`src/rtl/id_stage.sv`:
```
// Decode stage: register file, operand read with write-through bypass, sign-extended immediate, ID/EX register (1 cycle).
// Backpressure: combinational load-use stall asks IF to hold; taken-branch flush has priority and loads a bubble.
module id_stage #(
  parameter logic [31:0] RESET_NPC = 32'h0000_0000
) (
  input  logic        clk,
  input  logic        rst,
  input  logic [31:0] IR_if,
  input  logic [31:0] NPC_if,
  input  logic        flush,
  input  logic        wb_en,
  input  logic [4:0]  wb_addr,
  input  logic [31:0] wb_data,
  output logic [31:0] A,
  output logic [31:0] B,
  output logic [31:0] Imm,
  output logic [31:0] NPC_id,
  output logic [31:0] IR_id,
  output logic        stall
);

  localparam logic [5:0] OP_LW = 6'b100000;
  localparam logic [5:0] OP_SW = 6'b100001;

  logic [31:0] rf_q [32];

  logic [31:0] a_q, b_q, imm_q, npc_q, ir_q;
  logic [31:0] a_d, b_d, imm_d, npc_d, ir_d;

  logic [5:0]  if_op;
  logic [4:0]  if_rs, if_rt;
  logic [5:0]  id_op;
  logic [4:0]  id_rt;
  logic [31:0] rs_val, rt_val;
  logic        if_reads_rt;
  logic        hazard;

  assign if_op = IR_if[31:26];
  assign if_rs = IR_if[25:21];
  assign if_rt = IR_if[20:16];
  assign id_op = ir_q[31:26];
  assign id_rt = ir_q[20:16];

  // Write-through bypass is suppressed while reset discards the write.
  always_comb begin
    rs_val = '0;
    rt_val = '0;
    if (if_rs != 5'd0) begin
      if (wb_en && !rst && wb_addr == if_rs) rs_val = wb_data;
      else                                   rs_val = rf_q[if_rs];
    end
    if (if_rt != 5'd0) begin
      if (wb_en && !rst && wb_addr == if_rt) rt_val = wb_data;
      else                                   rt_val = rf_q[if_rt];
    end
  end

  // Only reg-reg ALU ops and stores consume rt as a source.
  assign if_reads_rt = (if_op[5:4] == 2'b00) || (if_op == OP_SW);

  assign hazard = (id_op == OP_LW) && (id_rt != 5'd0) &&
                  ((id_rt == if_rs) || (if_reads_rt && id_rt == if_rt));
  assign stall  = hazard && !flush;

  always_comb begin
    a_d   = '0;
    b_d   = '0;
    imm_d = '0;
    npc_d = RESET_NPC;
    ir_d  = '0;
    if (!flush && !stall) begin
      a_d   = rs_val;
      b_d   = rt_val;
      imm_d = {{16{IR_if[15]}}, IR_if[15:0]};
      npc_d = NPC_if;
      ir_d  = IR_if;
    end
  end

  always_ff @(posedge clk or posedge rst) begin
    if (rst) begin
      for (int i = 0; i < 32; i++) rf_q[i] <= '0;
    end else if (wb_en && wb_addr != 5'd0) begin
      rf_q[wb_addr] <= wb_data;
    end
  end

  always_ff @(posedge clk or posedge rst) begin
    if (rst) begin
      a_q   <= '0;
      b_q   <= '0;
      imm_q <= '0;
      npc_q <= RESET_NPC;
      ir_q  <= '0;
    end else begin
      a_q   <= a_d;
      b_q   <= b_d;
      imm_q <= imm_d;
      npc_q <= npc_d;
      ir_q  <= ir_d;
    end
  end

  assign A      = a_q;
  assign B      = b_q;
  assign Imm    = imm_q;
  assign NPC_id = npc_q;
  assign IR_id  = ir_q;

endmodule
```
`config.mk`:
```
export PLATFORM = sky130hd
export DESIGN_NAME = id_stage
export DESIGN_NICKNAME = d
export VERILOG_FILES = /design/src/rtl/id_stage.sv
export SDC_FILE = /design/constraint.sdc
export NUM_CORES = 2
export LEC_CHECK = 0
export ABC_AREA = 0
export BUFFER_PORTS_ARGS = -buffer_cell sky130_fd_sc_hd__buf_2
export CORE_AREA = 2 2 256 384
export DETAILED_ROUTE_END_ITERATION = 12
export DIE_AREA = 0 0 258 386
export GPL_ROUTABILITY_DRIVEN = 1
export PLACE_DENSITY_LB_ADDON = 0.1
export RECOVER_POWER = 25
export SLEW_MARGIN = 20
export SYNTH_ARGS = -nofsm -noshare
export SYNTH_HDL_FRONTEND = slang
export SYNTH_SLANG_ARGS = --single-unit
```
`constraint.sdc`:
```
create_clock -name clk -period 56.3 [get_ports clk]
set_clock_uncertainty 0.1 [all_clocks]
set_input_delay 11.26 -clock clk [delete_from_list [all_inputs] [get_ports clk]]
set_output_delay 11.26 -clock clk [all_outputs]
set_load 0.05 [all_outputs]
```
==> key figures <==
Status
  – Status: finished, violations left
  – Failing checks: max-capacitance violations, max-slew violations

Route
  – Post-route ant nets: 0
  – Final wirelength: 179,000 um
  – Via-to-Cell Ratio: 7.21
  – Via count: approximately 37,000
  – Wirelength per Cell: approximately 35 um
  – DRC Markers: 0
  – Iter 0 DRT Violations: approximately 4,000
  – First-pass DRT Iterations: 5

Min path
  – Worst hold path type: reg2reg
  – Hold Path Depth: 0

Critical path
  – End point of the critical path: stall
  – Worst reg-to-reg setup slack: 53.16 ns
  – R2r endpoint: B[31]$_DFF_PP0_
  – FF-to-FF Start: IR_id[17]$_DFF_PP0_
  – CP cell instances: buf_2 > xor2_1 > nor4_1 > a22oi_1 > nor3_1 > buf_2
  – Crit-path slowest cell: buf_2
  – Critical Path Fanout Max: 17
  – Max stage delay on crit path: 0.62 ns
  – Startpoint Class: input pin
  – Crit Path Class: in2out
  – R2r worst-path depth: 5
  – Crit path DAT: 13.20 ns
  – Worst path required time: 44.94 ns
  – Worst Setup End Kind: output port
  – Cell mode on critical path: buf_2
  – Worst setup path start: IR_if[20]

STA
  – Setup TNS: 0 ns
  – Max-slew violation total from the final report: approximately 660
  – Minimum clock period: ~25 ns
  – RSZ-0062 raised after global routing: false
  – Fmax: just over 40 MHz
  – Final setup viols: 0
  – Worst hold margin: 0.293 ns
  – Worst slew pin tran: 8.51 ns
  – Final Hold Vio Count: 0
  – Rel. slew slack: -467%
  – Part of the cycle the worst path needs: a little over two fifths

Synth
  – Synthesized area per cell: approximately 16 sq um
  – Post-synthesis mux area share: 42.4%
  – Main combinational cell family by area after synthesis: multiplexers
  – Synth Area in XOR/XNOR: 0.296%
  – Synthesized flop and latch total: 1,152
  – Async SR Flop Fraction: 100%
  – Post-Synth Simple-Gate Area: under 10%
  – Register area share after synthesis: roughly 50%
  – Mapped cell area: 0.0591 sq mm
  – Synth warn: 0
  – Synth Flop Type: dfrtp_1
  – Synth area leader: dfrtp_1
  – Yosys top cell area share: 48.8%
  – EDFF count, synth: 0
  – Cells after Synth: 3,812
  – Most common cell in the netlist: dfrtp_1
  – Most frequent cells after synthesis: dfrtp_1 (1,152), mux2_2 (904), mux4_2 (543)
  – Distinct cells, synth: 42
  – Post-Synth Adder-Cell Area: 0%
  – Compound-cell area share of the yosys netlist: 2.20%
  – Syn Nets: 3,917
  – Top post-synthesis cells by area: dfrtp_1 (49%), mux4_2 (21%), mux2_2 (17%), mux2_1 (2.3%), mux2i_1 (2.2%)

Power and ir drop
  – Total power: 2370 uW
  – Worst vdd ir: around 35 uV
  – LEAKAGE: 0.0286 uW
  – PwrDens: 36.7 mW/mm^2

Clock tree
  – Worst-path clk slew: 0.06 ns
  – Worst skew pair latency: 0.74 ns
  – # Post-CTS Setup Buffers: 0
  – Total CTS buffers: 109
  – TritonCTS clock tree: yes
  – # hold bufs at CTS: 0
  – Cts repair resizes: 0
  – H-tree lvl count: 3
  – Clock Tree Buf Depth: 3
  – # clock sinks: 1,152
  – CTS Root Cell: clkbuf_16

GRT
  – GR Util All Layers: 36.7%
  – GRT overflow: 0
  – Vias in the first global route: 40,000
  – Largest net degree at the start of global routing: 193
  – Initial antenna violation count: 18
  – First-pass GRT wire length: 265,000 um

Finish
  – P&R area growth vs syn: 9.39%
  – Share of cells above drive strength 1: 51.3%
  – Layout Nets: 3,899
  – Fill count: 6,632

Floorplan
  – Area of the core: between 0.09 and 0.1 sq mm
  – IO Count: between 200 and 300
  – Die footprint: 0.0996 sq mm
  – Die width: 258 um
  – Row Count: 140
  – Die Y-Extent: 386 um
  – Initial core utilization: 61.2%

Placed design
  – DP HPWL: 102,000 um
  – Final GP Congestion: around 0.86
  – Buffers on Ports: ~270

Run
  – Max cap viols: 11
## per-stage QoR
| stage | setup WS (ns) | cells | utilization (%) | cell area (sq um) |
|---|---|---|---|---|
| final | 31.74 | 5171 | 67.0 | 64700 |
| after global routing | 31.60 | 5166 | 67.0 | 64600 |
| after CTS | 31.79 | 5164 | 67.0 | 64700 |
| after detailed placement | 31.77 | 4960 | 63.0 | 60800 |
| after global placement | 31.70 | 4960 | 63.0 | 60800 |
| after floorplan | 12.48 | 3812 | - | 59100 |
## placed cells by master, fill, tap and decap left out, types with 39 or more instances in the layout
cell type / netlist / final
mux2_1: 121 / 124
buf_2: 100 / 256
and2_1: 67 / 65
clkbuf_16: 0 / 113
nand2_1: 84 / 74
mux2_2: 904 / 901
dfrtp_1: 1152 / 1152
mux2i_1: 128 / 128
buf_4: 51 / 60
nor2_1: 49 / 39
mux4_2: 543 / 543
## report_power, final
| part | switching, uW | internal [uW] | leakage (uW) |
|---|---|---|---|
| sequential | 110 | 976 | 0.0148 |
| clock | 331 | 470 | 0.00193 |
| combinational | 217 | 271 | 0.0119 |
| total | 657 | 1720 | 0.0286 |
## registers in the layout (all words and copies together) (netlist names)
signal,flops
NPC_id,32
B,32
A,32
IR_id,32
rf_q,1024
## critical path: cells and delay by family
kind,cells,cell delay [ns]
xor+xnor,1,0.15
buf+inv,2,0.92
compound gates,1,0.23
simple gates,2,0.63
## layer usage
layer	global-route usage [%]	wire, um
met1	47.0	65800
met2	58.5	86400
met3	8.96	16500
met4	19.6	10700
met5	0	77
## final cells by class
type	instances	area (sq um)	share of cell area, %
Tap cell	1278	1600	2.47
Multi-Input combinational cell	2190	28300	43.8
Antenna cell	6	15.0	0.0232
Inverter	1	5.00	0.00774
Sequential cell	1152	28800	44.6
Clock buffer	161	3310	5.12
Timing Repair Buffer	340	1970	3.05
Clock inverter	43	606	0.937
## logic make-up (layout without fill, tap and decap cells)
| group | count (synthesis) | count (layout) |
|---|---|---|
| DFF | 1152 | 1152 |
| and+or+nand+nor | 306 | 306 |
| AOI/OAI and AO/OA | 168 | 168 |
| xor gates and xnor gates | 20 | 20 |
| buffers and inverters | 470 | 545 |
| muxes | 1696 | 1696 |
| other | 0 | 6 |
## worst min path at each step
stage	start	end	slack (ns)
after floorplan	rf_q[1000]$_DFFE_PP0P_	rf_q[1000]$_DFFE_PP0P_	0.34
after global placement	rf_q[996]$_DFFE_PP0P_	rf_q[996]$_DFFE_PP0P_	0.28
after detailed placement	rf_q[1018]$_DFFE_PP0P_	rf_q[1018]$_DFFE_PP0P_	0.28
after CTS	rf_q[1018]$_DFFE_PP0P_	rf_q[1018]$_DFFE_PP0P_	0.30
after global routing	rf_q[1018]$_DFFE_PP0P_	rf_q[1018]$_DFFE_PP0P_	0.31
final	rf_q[1018]$_DFFE_PP0P_	rf_q[1018]$_DFFE_PP0P_	0.29
Power figures use the tool's default switching activity.
